`src/rtl/mole_round_ctrl_if.sv`:
```
`default_nettype none
// ============================================================================
// Module   : mole_round_ctrl_if
// Purpose  : Bundles the game-round sequencer's player/generator inputs and
//            its LED/score outputs into one port.
// Ports    : start, hole_in, btn            -> driven by master (game logic)
//            mole_led, score, misses,
//            round_cnt, hit_pulse, busy,
//            game_over                      -> driven by slave (sequencer)
// Revision : 1.0  initial release
// ============================================================================
interface mole_round_ctrl_if #(
    parameter int CNT_W = 8
);
    logic             start;
    logic [2:0]       hole_in;
    logic [4:0]       btn;
    logic [4:0]       mole_led;
    logic [CNT_W-1:0] score;
    logic [CNT_W-1:0] misses;
    logic [CNT_W-1:0] round_cnt;
    logic             hit_pulse;
    logic             busy;
    logic             game_over;

    modport master (
        output start, hole_in, btn,
        input  mole_led, score, misses, round_cnt, hit_pulse, busy, game_over
    );

    modport slave (
        input  start, hole_in, btn,
        output mole_led, score, misses, round_cnt, hit_pulse, busy, game_over
    );
endinterface
`default_nettype wire

```
`src/rtl/mole_round_ctrl.sv`:
```
`default_nettype none
// ============================================================================
// Module   : mole_round_ctrl
// Purpose  : Whack-a-mole round sequencer. Samples the hole generator at the
//            end of each dark gap, lights one mole for a bounded window and
//            scores button presses (hit / wrong press / timeout) over a fixed
//            number of rounds, then holds the results until restarted.
// Ports    : clk       system clock
//            reset     asynchronous, active-high, clears all state
//            bus       mole_round_ctrl_if.slave (start, hole_in, btn in;
//                      mole_led, score, misses, round_cnt, hit_pulse,
//                      busy, game_over out; all outputs registered)
// Revision : 1.0  initial release
// ============================================================================
module mole_round_ctrl #(
    parameter int SHOW_CYCLES = 25_000_000,
    parameter int GAP_CYCLES  = 12_500_000,
    parameter int ROUNDS      = 20,
    parameter int CNT_W       = 8
) (
    input  wire logic         clk,
    input  wire logic         reset,
    mole_round_ctrl_if.slave  bus
);

    localparam int c_max_cyc = (SHOW_CYCLES > GAP_CYCLES) ? SHOW_CYCLES : GAP_CYCLES;
    localparam int c_tmr_w   = $clog2(c_max_cyc) + 1;

    localparam logic [c_tmr_w-1:0] c_show_load = c_tmr_w'(SHOW_CYCLES - 1);
    localparam logic [c_tmr_w-1:0] c_gap_load  = c_tmr_w'(GAP_CYCLES - 1);
    localparam logic [CNT_W-1:0]   c_rounds    = CNT_W'(ROUNDS);
    localparam logic [CNT_W-1:0]   c_one       = CNT_W'(1);

    typedef enum logic [1:0] {
        S_IDLE = 2'd0,
        S_GAP  = 2'd1,
        S_SHOW = 2'd2,
        S_DONE = 2'd3
    } state_t;

    state_t             r_state;
    logic [c_tmr_w-1:0] r_timer;
    logic [4:0]         r_btn_q;
    logic [2:0]         r_cur_hole;
    logic [4:0]         r_mole_led;
    logic [CNT_W-1:0]   r_score;
    logic [CNT_W-1:0]   r_misses;
    logic [CNT_W-1:0]   r_round_cnt;
    logic               r_hit_pulse;
    logic               r_busy;
    logic               r_game_over;

    logic [4:0]         w_rise;
    logic [4:0]         w_target;
    logic [4:0]         w_new_led;
    logic               w_hole_ok;
    logic               w_hit;
    logic               w_wrong;
    logic [CNT_W-1:0]   w_round_inc;
    logic               w_last_round;

    // Only fresh press edges count; a held button never re-triggers.
    assign w_rise       = bus.btn & ~r_btn_q;
    assign w_target     = 5'd1 << (r_cur_hole - 3'd1);
    assign w_new_led    = 5'd1 << (bus.hole_in - 3'd1);
    assign w_hole_ok    = (bus.hole_in >= 3'd1) && (bus.hole_in <= 3'd5);
    assign w_hit        = |(w_rise & w_target);
    assign w_wrong      = |(w_rise & ~w_target);
    assign w_round_inc  = r_round_cnt + c_one;
    assign w_last_round = (w_round_inc == c_rounds);

    always_ff @(posedge clk or posedge reset) begin
        if (reset) begin
            r_state     <= S_IDLE;
            r_timer     <= '0;
            r_btn_q     <= '0;
            r_cur_hole  <= '0;
            r_mole_led  <= '0;
            r_score     <= '0;
            r_misses    <= '0;
            r_round_cnt <= '0;
            r_hit_pulse <= 1'b0;
            r_busy      <= 1'b0;
            r_game_over <= 1'b0;
        end else begin
            r_btn_q     <= bus.btn;
            r_hit_pulse <= 1'b0;

            case (r_state)
                S_IDLE, S_DONE: begin
                    if (bus.start) begin
                        r_state     <= S_GAP;
                        r_timer     <= c_gap_load;
                        r_score     <= '0;
                        r_misses    <= '0;
                        r_round_cnt <= '0;
                        r_mole_led  <= '0;
                        r_busy      <= 1'b1;
                        r_game_over <= 1'b0;
                    end
                end

                S_GAP: begin
                    r_mole_led <= '0;
                    if (r_timer != '0) begin
                        r_timer <= r_timer - 1'b1;
                    end else if (w_hole_ok) begin
                        r_cur_hole <= bus.hole_in;
                        r_mole_led <= w_new_led;
                        r_timer    <= c_show_load;
                        r_state    <= S_SHOW;
                    end
                    // Invalid hole: timer stays at zero so the generator is
                    // resampled next cycle without consuming a round.
                end

                S_SHOW: begin
                    if (w_hit || (!w_wrong && r_timer == '0)) begin
                        // Round ends: either a hit (wins over a coincident
                        // timeout) or the window expired with no press.
                        if (w_hit) begin
                            r_hit_pulse <= 1'b1;
                            if (!(&r_score)) r_score <= r_score + c_one;
                        end else if (!(&r_misses)) begin
                            r_misses <= r_misses + c_one;
                        end
                        r_mole_led  <= '0;
                        r_round_cnt <= w_round_inc;
                        if (w_last_round) begin
                            r_state     <= S_DONE;
                            r_busy      <= 1'b0;
                            r_game_over <= 1'b1;
                        end else begin
                            r_state <= S_GAP;
                            r_timer <= c_gap_load;
                        end
                    end else begin
                        // One miss per cycle with any wrong press, regardless
                        // of how many wrong buttons rose together.
                        if (w_wrong && !(&r_misses)) r_misses <= r_misses + c_one;
                        // Hold at zero so a wrong press on the last cycle
                        // defers the timeout by one cycle instead of wrapping.
                        if (r_timer != '0) r_timer <= r_timer - 1'b1;
                    end
                end

                default: r_state <= S_IDLE;
            endcase
        end
    end

    assign bus.mole_led  = r_mole_led;
    assign bus.score     = r_score;
    assign bus.misses    = r_misses;
    assign bus.round_cnt = r_round_cnt;
    assign bus.hit_pulse = r_hit_pulse;
    assign bus.busy      = r_busy;
    assign bus.game_over = r_game_over;

endmodule
`default_nettype wire

```
`src/flat_wrapper.sv`:
```
// flat-port wrapper written by rule: the top's interface ports become plain ports
module mole_round_ctrl_flat 
#(
    parameter int SHOW_CYCLES = 25_000_000,
    parameter int GAP_CYCLES  = 12_500_000,
    parameter int ROUNDS      = 20,
    parameter int CNT_W       = 8
)
  (clk, reset, bus_start, bus_hole_in, bus_btn, bus_mole_led, bus_score, bus_misses, bus_round_cnt, bus_hit_pulse, bus_busy, bus_game_over);
  mole_round_ctrl_if #(.CNT_W(CNT_W)) bus_i ();
  input  wire logic clk;
  input  wire logic reset;
  input wire logic [$bits(bus_i.start)-1:0] bus_start;
  input wire logic [$bits(bus_i.hole_in)-1:0] bus_hole_in;
  input wire logic [$bits(bus_i.btn)-1:0] bus_btn;
  output wire logic [$bits(bus_i.mole_led)-1:0] bus_mole_led;
  output wire logic [$bits(bus_i.score)-1:0] bus_score;
  output wire logic [$bits(bus_i.misses)-1:0] bus_misses;
  output wire logic [$bits(bus_i.round_cnt)-1:0] bus_round_cnt;
  output wire logic [$bits(bus_i.hit_pulse)-1:0] bus_hit_pulse;
  output wire logic [$bits(bus_i.busy)-1:0] bus_busy;
  output wire logic [$bits(bus_i.game_over)-1:0] bus_game_over;
  assign bus_i.start = bus_start;
  assign bus_i.hole_in = bus_hole_in;
  assign bus_i.btn = bus_btn;
  assign bus_mole_led = bus_i.mole_led;
  assign bus_score = bus_i.score;
  assign bus_misses = bus_i.misses;
  assign bus_round_cnt = bus_i.round_cnt;
  assign bus_hit_pulse = bus_i.hit_pulse;
  assign bus_busy = bus_i.busy;
  assign bus_game_over = bus_i.game_over;
  mole_round_ctrl #(.SHOW_CYCLES(SHOW_CYCLES), .GAP_CYCLES(GAP_CYCLES), .ROUNDS(ROUNDS), .CNT_W(CNT_W)) u_core (.clk(clk), .reset(reset), .bus(bus_i));
endmodule
```
`config.mk`:
```
export PLATFORM = sky130hd
export DESIGN_NAME = mole_round_ctrl_flat
export DESIGN_NICKNAME = d
export VERILOG_FILES = /design/src/rtl/mole_round_ctrl_if.sv /design/src/rtl/mole_round_ctrl.sv /design/src/flat_wrapper.sv
export SDC_FILE = /design/constraint.sdc
export NUM_CORES = 1
export LEC_CHECK = 0
export CAP_MARGIN = 10
export CORE_MARGIN = 4
export CORE_UTILIZATION = 55
export DETAILED_ROUTE_END_ITERATION = 12
export GPL_TIMING_DRIVEN = 0
export HOLD_SLACK_MARGIN = 0.05
export PLACE_DENSITY = 0.76
export RECOVER_POWER = 25
export REMOVE_ABC_BUFFERS = 1
export SLEW_MARGIN = 10
export SYNTH_ARGS = -nofsm -noshare
export SYNTH_HDL_FRONTEND = slang
export SYNTH_SLANG_ARGS = --single-unit
```
`constraint.sdc`:
```
create_clock -name clk -period 5 [get_ports clk]
set_input_delay 1.25 -clock clk [delete_from_list [all_inputs] [get_ports clk]]
set_output_delay 1.25 -clock clk [all_outputs]
set_load 0.005 [all_outputs]
```
# --- After elaboration in Yosys (flattened, before gate mapping) ---
# Index checks and enable logic that the tools add are counted.
classes:
  add_sub_neg: 6
  n_lt_le_gt_ge: 2
  eq_ne: 17
  shifts: 2
  muxes: 41
  n_bitwise: 6
  n_reduce_logical: 23
ops:
  columns: ["op", "n"]
  rows:
  - ["26-bit 2-to-1 mux", 6]
  - ["26-bit case mux with 3 select lines", 1]
  - ["8-bit 2-to-1 mux", 9]
  - ["8-bit case mux with 2 select lines", 3]
  - ["26-bit zero test", 1]
  - ["26-bit nonzero test", 1]
  - ["26-bit by 1-bit subtractor with 26-bit output, second input constant", 1]
  - ["8-bit by 1-bit adder with 8-bit output, second input constant", 3]
  - ["5-bit 2-to-1 mux", 4]
  - ["8-bit AND reduction", 2]
  - ["5-bit bitwise AND", 3]
  - ["5-bit case mux with 3 select lines", 1]
  - ["4-bit AND reduction", 3]
  - ["2-bit 2-to-1 mux", 5]
  - ["5-bit inverter", 2]
  - ["5-bit AND reduction", 2]
  - ["5-bit OR reduction", 2]
  - ["1-bit by 3-bit left shift with 5-bit output, first input constant", 2]
  - ["1-bit 2-to-1 mux", 9]
  - ["3-bit by 1-bit inequality test with 1-bit output, second input constant", 3]
  - ["3-bit inequality test, second input constant", 3]
  - ["8-bit by 5-bit equality test with 1-bit output, second input constant", 1]
  - ["2-bit by 1-bit inequality test with 1-bit output, second input constant", 4]
  - ["2-bit inequality test, second input constant", 3]
  - ["16 further kinds", 23]
totals:
  reg_bits: 68
  inputBits: 11
  out_inout_bits: 32
  wordCells: 108

# --- Longest topological paths before layout ---
# Gate-level depths: netlist of run 1.
depth:
  ltp_word: 10
  ltp_mapped: 12
  ltp_nobuf: 9

# --- Worst setup path before layout of run 1 ---
# No wires, ideal clock.
synth_path:
  path_kind: "input to register"
  start: "in bus_btn[2]"
  end: "reg u_core.r_misses[3] (netlist: u_core.bus.misses[3])"
  setup_ns: 0.069
  arrival_time_ns: 2.832
  required_time_ns: 4.931
  slack_ns: 2.099
  cell_stages: 7
  path_buffers: 0
  cell_sequence: "nor2b_1 a32o_1 a211o_1 a211oi_4 o21ai_4 or4_1 nand3_1"
synth_between:
  elab_chain_len: 8
  word_cells_on_any_way: 15
  cone_classes: "3 x eq/ne; 2 x mux; 3 x bitwise; 7 x reduce/logical"
synth_rtl:
  columns: ["element", "line_no", "rtl"]
  rows:
  - ["start: declaration", "flat_wrapper.sv:15", "input wire logic [$bits(bus_i.btn)-1:0] bus_btn;"]
  - ["5-bit bitwise AND *", "mole_round_ctrl.sv:63", "assign w_rise = bus.btn & ~r_btn_q;"]
  - ["5-bit bitwise AND", "mole_round_ctrl.sv:68", "assign w_wrong = |(w_rise & ~w_target);"]
  - ["5-bit OR reduction", "mole_round_ctrl.sv:68", null]
  - ["1-bit zero test", "mole_round_ctrl.sv:118", "if (w_hit || (!w_wrong && r_timer == '0)) begin"]
  - ["1-bit logical AND", "mole_round_ctrl.sv:118", null]
  - ["1-bit logical OR", "mole_round_ctrl.sv:118", null]
  - ["3-bit inequality test (no source line) (tied with other cells)", null, null]
  - ["5-bit AND reduction (no source line) / 8-bit case mux with 2 select lines (equally long branches)", null, null]
  - ["end signal: assignment", "mole_round_ctrl.sv:125", "r_misses <= r_misses + c_one;"]
  - ["end signal: assignment", "mole_round_ctrl.sv:140", "if (w_wrong && !(&r_misses)) r_misses <= r_misses + c_one;"]
  - ["end: declaration", "mole_round_ctrl.sv:47", "logic [CNT_W-1:0] r_misses;"]
# Mark *: on every way between the ends. The rest lies on a longest branch, timed or not.
# A chain may end at the register's enable or synchronous reset.

# --- Worst setup path in the final report of run 1 ---
layout_path:
  start: "in bus_btn[2]"
  end: "reg u_core.r_timer[5]"
layout_between:
  elab_chain_len: 8
  word_cells_on_any_way: 13
  cone_classes: "2 x eq/ne; 2 x mux; 3 x bitwise; 6 x reduce/logical"
layout_rtl:
  columns: ["element", "line_no", "rtl"]
  rows:
  - ["5-bit bitwise AND *", "mole_round_ctrl.sv:63", null]
  - ["5-bit bitwise AND", "mole_round_ctrl.sv:68", null]
  - ["5-bit OR reduction", "mole_round_ctrl.sv:68", null]
  - ["1-bit zero test", "mole_round_ctrl.sv:118", null]
  - ["1-bit logical AND", "mole_round_ctrl.sv:118", null]
  - ["1-bit logical OR *", "mole_round_ctrl.sv:118", null]
  - ["3-bit inequality test (no source line) (tied with other cells)", null, null]
  - ["4-bit AND reduction (no source line) / 26-bit case mux with 3 select lines (equally long branches)", null, null]
  - ["end signal: assignment", "mole_round_ctrl.sv:110", "r_timer <= c_show_load;"]
  - ["end signal: assignment", "mole_round_ctrl.sv:135", "r_timer <= c_gap_load;"]
  - ["end signal: assignment", "mole_round_ctrl.sv:143", "if (r_timer != '0) r_timer <= r_timer - 1'b1;"]
  - ["end: declaration", "mole_round_ctrl.sv:42", "logic [c_tmr_w-1:0] r_timer;"]
# Marked as above.

==> results of run 1 <==
## layer usage
layer	wire [um]	vias up	GRT usage (%)
met2	4310	74	35.3
met4	163	0	7.57
li1	-	1731	-
met5	0	-	0
met1	4310	1731	32.3
met3	377	14	3.86
## state kept, by name, summed over array words and instances (netlist names)
register / flops
u_core.bus.busy: 1
u_core.bus.game_over: 1
u_core.bus.hit_pulse: 1
u_core.bus.misses: 8
u_core.bus.mole_led: 5
u_core.bus.round_cnt: 8
u_core.bus.score: 8
u_core.r_btn_q: 5
u_core.r_cur_hole: 3
u_core.r_state: 2
u_core.r_timer: 26
## final cells by class
class,instances,share of cell area [%]
clock buffer,9,2.62
clock inverter,7,2.43
inverter,16,1.30
multi-input combinational,347,45.4
sequential,68,36.0
tap,96,2.54
timing repair buffer,44,9.78
## cells in the mapped netlist (all sizes together) (7+ instances only)
master  number
buf          9
o21ai       63
or4         10
nand2b       7
dfrtp       68
a31oi        9
nor4         8
nor2        44
inv         16
a21oi       24
nand3       21
ha           8
a22o         7
or3          9
nor3        14
a21o         7
nand2       42
## per-stage QoR
stage | std cells | hold WS [ns] | setup WS [ns] | instance area [sq um] | util [%]
2_1_floorplan | 431 | 0.473 | 1.59 | 3910 | -
3_3_place_gp | 569 | 0.462 | 0.650 | 4450 | 64.4
3_5_place_dp | 571 | 0.465 | 1.13 | 4500 | 65.1
4_1_cts | 587 | 0.481 | 1.48 | 4730 | 68.6
5_1_grt | 587 | 0.491 | 1.20 | 4730 | 68.5
6_report | 587 | 0.478 | 1.34 | 4730 | 68.5
## worst min path at each step
stage | startpoint | end | slack (ns) | cells past startpoint
2_1_floorplan | u_core.bus.mole_led[3]$_DFFE_PP0P_ | u_core.bus.mole_led[3]$_DFFE_PP0P_ | 0.47 | 2
6_report | u_core.bus.mole_led[0]$_DFFE_PP0P_ | u_core.bus.mole_led[0]$_DFFE_PP0P_ | 0.48 | 1
3_5_place_dp | u_core.bus.mole_led[0]$_DFFE_PP0P_ | u_core.bus.mole_led[0]$_DFFE_PP0P_ | 0.46 | 1
5_1_grt | u_core.bus.mole_led[0]$_DFFE_PP0P_ | u_core.bus.mole_led[0]$_DFFE_PP0P_ | 0.49 | 1
4_1_cts | u_core.bus.mole_led[0]$_DFFE_PP0P_ | u_core.bus.mole_led[0]$_DFFE_PP0P_ | 0.48 | 1
3_3_place_gp | u_core.bus.mole_led[0]$_DFFE_PP0P_ | u_core.bus.mole_led[0]$_DFFE_PP0P_ | 0.46 | 1
## critical path, cell delays in order
cell and delay [ns]:
dlygate4sd3_1 0.54, nor2b_1 0.14, a32o_1 0.22, a211o_1 0.44, o21a_1 0.25, o21ai_2 0.52
buf_8 0.26, nor2_1 0.07, o21ba_2 0.19
## kinds of logic (layout without fill, tap and decap cells)
kind of cell	count (synthesis)	after routing
AND/OR/NAND/NOR	191	191
AO/OA/AOI/OAI	138	138
flip-flops	68	68
buffers and inverters	31	76
adder cells (fa/ha/maj)	8	8
multiplexers	7	7
XOR/XNOR	3	3
## report_power, final
group / internal (mW) / switching (mW)
combinational: 0.186 / 0.350
clock: 0.329 / 0.214
sequential: 0.622 / 0.0752
==> metrics.yaml, run 1 <==
grt.overflow.total: 0
die_area_sq_mm: 0.00869
h-tree-depth: 3
critPathLaunchType: "input pin"
grt_pass1_vias: 3320
ys_warn_count: 0
num_rows: 30
rsz0062_at_grt: "false"
synth_mux_area_share_pct: 1.85
critPathKind: "in2reg"
min_period_over_period_pct: 73.1
post_synth_xor_area_fraction_pct: 0.658
synthAdderAreaFrac_pct: 2.51
r2r-end: "u_core.r_timer[25]$_DFFE_PP0P_"
seq_area_sq_mm: 0.00170
clock-sinks: 68
ys_ff_latch: 68
synth_area_leaders: "dfrtp_1, o21ai_0, nand2_1"
yosysTopAreaCellShare_pct: 42.6
max_cap_viol_count: 0
yosysUniqueCellTypes: 70
finalSetupViolations: 0
nNetsFinal: 505
worst-path-max-fanout: 24
endpoint: "u_core.r_timer[5]$_DFFE_PP0P_"
grt.total_usage_pct: 22.7
grt_max_degree: 48
arrival_ns: 3.90
rr_worst_depth: 7
die_w_um: 93.2
fillCellCount: 596
status: "finished, final reports clean"
slew_viol_final: 0
gp_congestion: 0.853
postCtsSetupRepairBufs: 0
cp.required_ns: 5.24
worst-r2r-setup-slack_ns: 1.59
ios: 43
holdCritPathClass: "reg2reg"
drc_errors: 0
startpoint: "bus_btn[2]"
peakVddDrop_uv: 207
synth_top_family_by_area: "simple AND/OR/NAND/NOR gates"
fin_skew_ns: 0.00852
routed_wl_um: 9170
multi_input_area_sq_mm: 0.00215
numPortBuffers: 42
cts_tree: "yes"
synth_compound_area_share_pct: 21.8
die_h_um: 93.2
synth_sequential_area_ratio_pct: 42.6
grt_pass1_wl_um: 15900
maxSlewHeadroom_pct: 28.8
ctsResizeCount: 0
finalHoldViolations: 0
fmax_mhz: 274
yosys.area.top_type: "dfrtp_1"
drt-vias-per-instance: 6.05
layout_commonest_cell: "dfrtp_1"
cts_made_buffers: 9
start_util_pct: 57.8
async_flop_share_pct: 100
synthFlopType: "dfrtp_1"
netlist_instances: 446
vias: 3550
finalSetupTns_ns: 0
first_iter_violations: 343
powerDensity_mw_per_mm2: 375
clockRootBuffer: "clkbuf_8"
core_area_sq_mm: 0.00691
ctsHoldBuffers: 0
avgSynthCellArea_sq_um: 8.95
p_leak_nw: 1.92
tightest_slew_ns: 1.06
final_cell_mix: "dfrtp_1, o21ai_0, nor2_1, nand2_1, clkdlybuf4s50_1"
wire_per_inst_um: 15.6
path_clk_slew_ns: 0.07
ant_nets: 0
grt_antenna_before_repair: 0
clkLatencyLatePin_ns: 0.35
clock_path_buffers: 2
r2r_start: "u_core.r_state[0]$_DFFE_PP0P_"
synthSimpleGateAreaFrac_pct: 27.0
antenna_cells: 0
synth-edff-count: 0
netlist_area_sq_mm: 0.00399
firstDrtPassIters: 5
end_kind: "flip-flop"
drive_above_1_share_pct: 9.78
dpl.hpwl_um: 6470
area.growth.synth_to_final_pct: 18.5
period_minus_slack_ns: 3.66
power.total_mw: 1.78
(Power assumes the default switching activity.)
==> run 2: changes to the inputs <==
CORE_UTILIZATION = 51   (was 55)
PLACE_DENSITY = 0.74   (was 0.76)
clock period = 2.95 ns   (was 5 ns; I/O delays follow)
==> metrics.yaml, run 2 (synthesized netlist as in run 1, its figures left out) <==
status: "finished, violations left"
failed_checks: "capacitance limit, slew limit"
critPathLaunchType: "input pin"
grt.overflow.total: 0
grt_pass1_wl_um: 16000
fin_skew_ns: 0.0143
start_util_pct: 52.0
firstDrtPassIters: 5
tightest_slew_ns: 1.51
arrival_ns: 3.17
ant_nets: 0
min_period_over_period_pct: 97.6
die_h_um: 96.5
die_w_um: 96.5
crit_chain: "dlygate4sd3_1, a32o_1, a211o_1, o21a_1, o21ai_4, buf_4, a21oi_1, o21ba_2"
h-tree-depth: 3
min_from: "u_core.bus.mole_led[1]$_DFFE_PP0P_"
layout_commonest_cell: "dfrtp_1"
clock_path_buffers: 2
drive_above_1_share_pct: 13.2
grt_pass1_vias: 3355
top_register: "u_core.r_timer"
numPortBuffers: 42
gr-usage-met2_pct: 34.5
r2r_start: "u_core.r_timer[0]$_DFFE_PP0P_"
dpl.hpwl_um: 6340
holdCritPathClass: "reg2reg"
die_area_sq_mm: 0.00931
fin_ws_ns: 0.0705
cpMaxStageDelayCell: "dlygate4sd3_1"
busiest_layer: "met2"
end_kind: "flip-flop"
finalSetupViolations: 0
cts_tree: "yes"
finalHoldViolations: 0
clockRootBuffer: "clkbuf_8"
period_minus_slack_ns: 2.88
slowest_delay_ns: 0.58
grt_max_degree: 37
pre_cts_ws_ns: -0.975
num_rows: 32
grt_antenna_before_repair: 0
clock-sinks: 68
critPathKind: "in2reg"
instances_no_fill: 603
core_area_sq_mm: 0.00769
met3_usage_pct: 4.80
fmax_mhz: 347
final_cell_mix: "dfrtp_1, o21ai_0, nor2_1, nand2_1, clkdlybuf4s50_1"
cts_made_buffers: 9
cp.required_ns: 3.24
antenna_cells: 0
powerDensity_mw_per_mm2: 602
grt.total_usage_pct: 21.7
path_clk_slew_ns: 0.08
gp_congestion: 0.839
maxSlewHeadroom_pct: -0.966
clkLatencyLatePin_ns: 0.35
place_inst: 576
grt_use_met1_pct: 30.0
startpoint: "bus_btn[1]"
ctsHoldBuffers: 0
drc_errors: 0
area.growth.synth_to_final_pct: 20.4
p_leak_nw: 1.93
drt-vias-per-instance: 6.11
fillCellCount: 653
first_iter_violations: 276
finalSetupTns_ns: 0
routed_wl_um: 9860
nNetsFinal: 515
ios: 43
worst-path-max-fanout: 9
largest_reg_flops: 26
vias: 3683
slew_viol_final: 33
max_cap_viol_count: 1
wire_per_inst_um: 16.3
peakVddDrop_uv: 329
==> run 2: cell count changes in the layout (fill, tap and decap cells not counted), moves of 2 or more <==
cell             delta
buf_4               +7
bufinv_16           -3
clkdlybuf4s50_1     +3
clkinv_4            +2
dlygate4sd3_1       -3
ha_1                -2
o21ai_1             -2
o21ai_4             +4
==> run 2: metrics by stage <==
stage	total power [mW]	cell area [sq um]	hold WS [ns]	utilization, %
2_1_floorplan	1.85	3910	0.473	-
3_3_place_gp	2.05	4460	0.465	58.0
3_5_place_dp	2.10	4480	0.477	58.3
4_1_cts	2.84	4700	0.494	61.2
5_1_grt	3.09	4810	0.526	62.5
6_report	2.90	4810	0.489	62.5
==> run 2: cell type report <==
type	instances	area, sq um	area share, %
tap	102	128	2.65
timing repair inverter	1	5.00	0.104
clock inverter	7	51.3	1.07
clock buffer	9	124	2.58
timing repair buffer	50	493	10.3
sequential	68	1700	35.4
multi-input combinational	350	2240	46.6
inverter	16	65.1	1.35
==> run 2: path summary, 6_finish.rpt <==
kind,end,slack [ns],cells after the start
worst max-delay path,u_core.r_timer[5]$_DFFE_PP0P_,0.07,8
worst min-delay path,u_core.bus.mole_led[1]$_DFFE_PP0P_,0.49,2
worst max register to register,u_core.r_timer[5]$_DFFE_PP0P_,0.13,11
worst min register to register,u_core.bus.mole_led[1]$_DFFE_PP0P_,0.49,2
max in group asynchronous,u_core.bus.round_cnt[5]$_DFFE_PP0P_,0.97,3
min in group asynchronous,u_core.r_timer[8]$_DFFE_PP0P_,1.20,2
==> run 2: worst max-delay path: cells and delay by family <==
family          cells  cell delay [ns]
compound gates      6             1.66
buf+inv             2             0.76
==> run 2: report_power, final <==
part	internal, mW	switching (mW)	total, mW
combinational	0.353	0.660	1.01
clock	0.307	0.393	0.700
sequential	1.05	0.130	1.18
==> run 2: repair_timing <==
| action | CTS | global route |
|---|---|---|
| pin swaps | 1 | 3 |
| endpoints found under the setup margin | 33 | 31 |
| resized for setup | 6 | 8 |
| buffers inserted | 0 | 7 |
| gates cloned | 2 | 2 |
==> run 2: layer usage <==
metal	share of wire (%)	wire length (um)
met1	46	4540
met2	47	4670
met3	5.4	532
met4	1.2	121
met5	0	0
==> run 3: changes to the inputs <==
CORE_UTILIZATION = 55   (was 51)
PLACE_DENSITY = 0.76   (was 0.74)
REMOVE_ABC_BUFFERS = not set   (was 1)
clock period = 3.3 ns   (was 2.95 ns; I/O delays follow)
==> metrics.yaml, run 3 (synthesized netlist as in run 1, its figures left out) <==
status: "finished, final reports clean"
vias: 3672
ios: 43
die_area_sq_mm: 0.00869
arrival_ns: 3.17
start_util_pct: 57.8
multi_input_area_sq_mm: 0.00215
firstDrtPassIters: 5
grt.overflow.total: 0
layout_commonest_cell: "dfrtp_1"
grt_antenna_before_repair: 0
grt_pass1_vias: 3359
dpl.hpwl_um: 6770
drt-vias-per-instance: 6.11
path_clk_slew_ns: 0.07
die_w_um: 93.2
slew_viol_final: 0
critPathLaunchType: "input pin"
ctsResizeCount: 0
clkLatencyLatePin_ns: 0.34
r2r-end: "u_core.r_timer[20]$_DFFE_PP0P_"
top_register: "u_core.r_timer"
wire_per_inst_um: 16.1
cts_made_buffers: 9
drive_above_1_share_pct: 10.1
nNetsFinal: 519
rsz0062_at_grt: "false"
core_area_sq_mm: 0.00691
routed_wl_um: 9700
finalHoldViolations: 0
p_leak_nw: 1.92
fillCellCount: 596
peakVddDrop_uv: 266
end_kind: "flip-flop"
powerDensity_mw_per_mm2: 534
fmax_mhz: 346
seq_area_sq_mm: 0.00170
first_iter_violations: 321
worst-r2r-setup-slack_ns: 0.47
area.growth.synth_to_final_pct: 17.8
finalSetupViolations: 0
final_cell_mix: "dfrtp_1, o21ai_0, nor2_1, nand2_1, clkdlybuf4s50_1"
h-tree-depth: 3
maxSlewHeadroom_pct: 5.34
pre_cts_ws_ns: 0.108
syn_nets: 465
die_h_um: 93.2
clockRootBuffer: "clkbuf_8"
r2r_start: "u_core.r_timer[0]$_DFFE_PP0P_"
power.total_mw: 2.51
min_to: "u_core.bus.mole_led[4]$_DFFE_PP0P_"
clock-sinks: 68
hold_path_depth: 2
startpoint: "bus_btn[1]"
antenna_cells: 0
tightest_slew_ns: 1.42
fin_ws_ns: 0.414
grt_max_degree: 57
cts_tree: "yes"
holdCritPathClass: "reg2reg"
clock_path_buffers: 2
rr_worst_depth: 10
grt_pass1_wl_um: 16500
max_cap_viol_count: 0
fin_skew_ns: 0.00749
largest_reg_flops: 26
ctsHoldBuffers: 0
num_rows: 30
drc_errors: 0
numPortBuffers: 42
grt.total_usage_pct: 24.0
postCtsSetupRepairBufs: 0
worst-path-max-fanout: 9
gp_congestion: 0.855
min_period_over_period_pct: 87.5
min_from: "u_core.bus.mole_led[4]$_DFFE_PP0P_"
period_minus_slack_ns: 2.89
ant_nets: 0
cp.required_ns: 3.58
critPathKind: "in2reg"
-- run 3: how the worst max path moves through the flow --
stage	to	slack [ns]	cells past startpoint
floorplan	u_core.bus.busy$_DFFE_PP0P_	0.76	1
global placement	u_core.r_btn_q[0]$_DFF_PP0_	-0.44	2
detailed placement	u_core.r_timer[25]$_DFFE_PP0P_	0.11	7
CTS	u_core.r_timer[25]$_DFFE_PP0P_	0.44	7
global route	u_core.bus.mole_led[3]$_DFFE_PP0P_	0.15	3
finish	u_core.r_timer[25]$_DFFE_PP0P_	0.41	6
-- run 3: where the power goes --
group | total [mW] | leakage [nW] | internal [mW] | switching [mW]
Clock | 0.602 | 0.0844 | 0.293 | 0.310
Combinational | 0.852 | 0.955 | 0.297 | 0.555
Sequential | 1.06 | 0.883 | 0.942 | 0.115
Total | 2.51 | 1.92 | 1.53 | 0.980
-- run 3: routing by layer --
| metal | share of wire [%] | track usage [%] | vias up | routed length [um] |
|---|---|---|---|---|
| li1 | - | - | 1761 | - |
| met1 | 48 | 34.8 | 1782 | 4610 |
| met2 | 46 | 36.0 | 112 | 4470 |
| met3 | 4.8 | 4.59 | 17 | 461 |
| met4 | 1.6 | 8.18 | 0 | 157 |
| met5 | 0 | 0 | - | 0 |
-- run 3: area by class of cell --
cell class              count  area share, %
multi-input cells         347           45.7
flip-flops and latches     68           36.2
repair buffers             43           9.04
clock buffers              14           3.25
well taps                  96           2.55
plain buffers              15           1.78
inverters                  16           1.30
clock inverters             2          0.213
-- run 3: worst max-delay path, cell delays in order --
cell and delay (ns):
dlygate4sd3_1 0.57, a32o_1 0.24, a2111oi_0 0.64, o211ai_1 0.44, and2b_1 0.31, o22a_1 0.13
-- run 3: through the flow --
step                      utilization (%)  cell area [sq um]  cells  hold slack (ns)  TNS, ns
after detailed placement             66.1               4560    585            0.471        0
after global routing                 68.1               4700    601            0.522        0
after floorplan                         -               3990    446            0.473        0
final                                68.1               4700    601            0.478        0
after global placement               65.7               4530    584            0.466   -29.76
after CTS                            68.4               4730    601            0.487        0
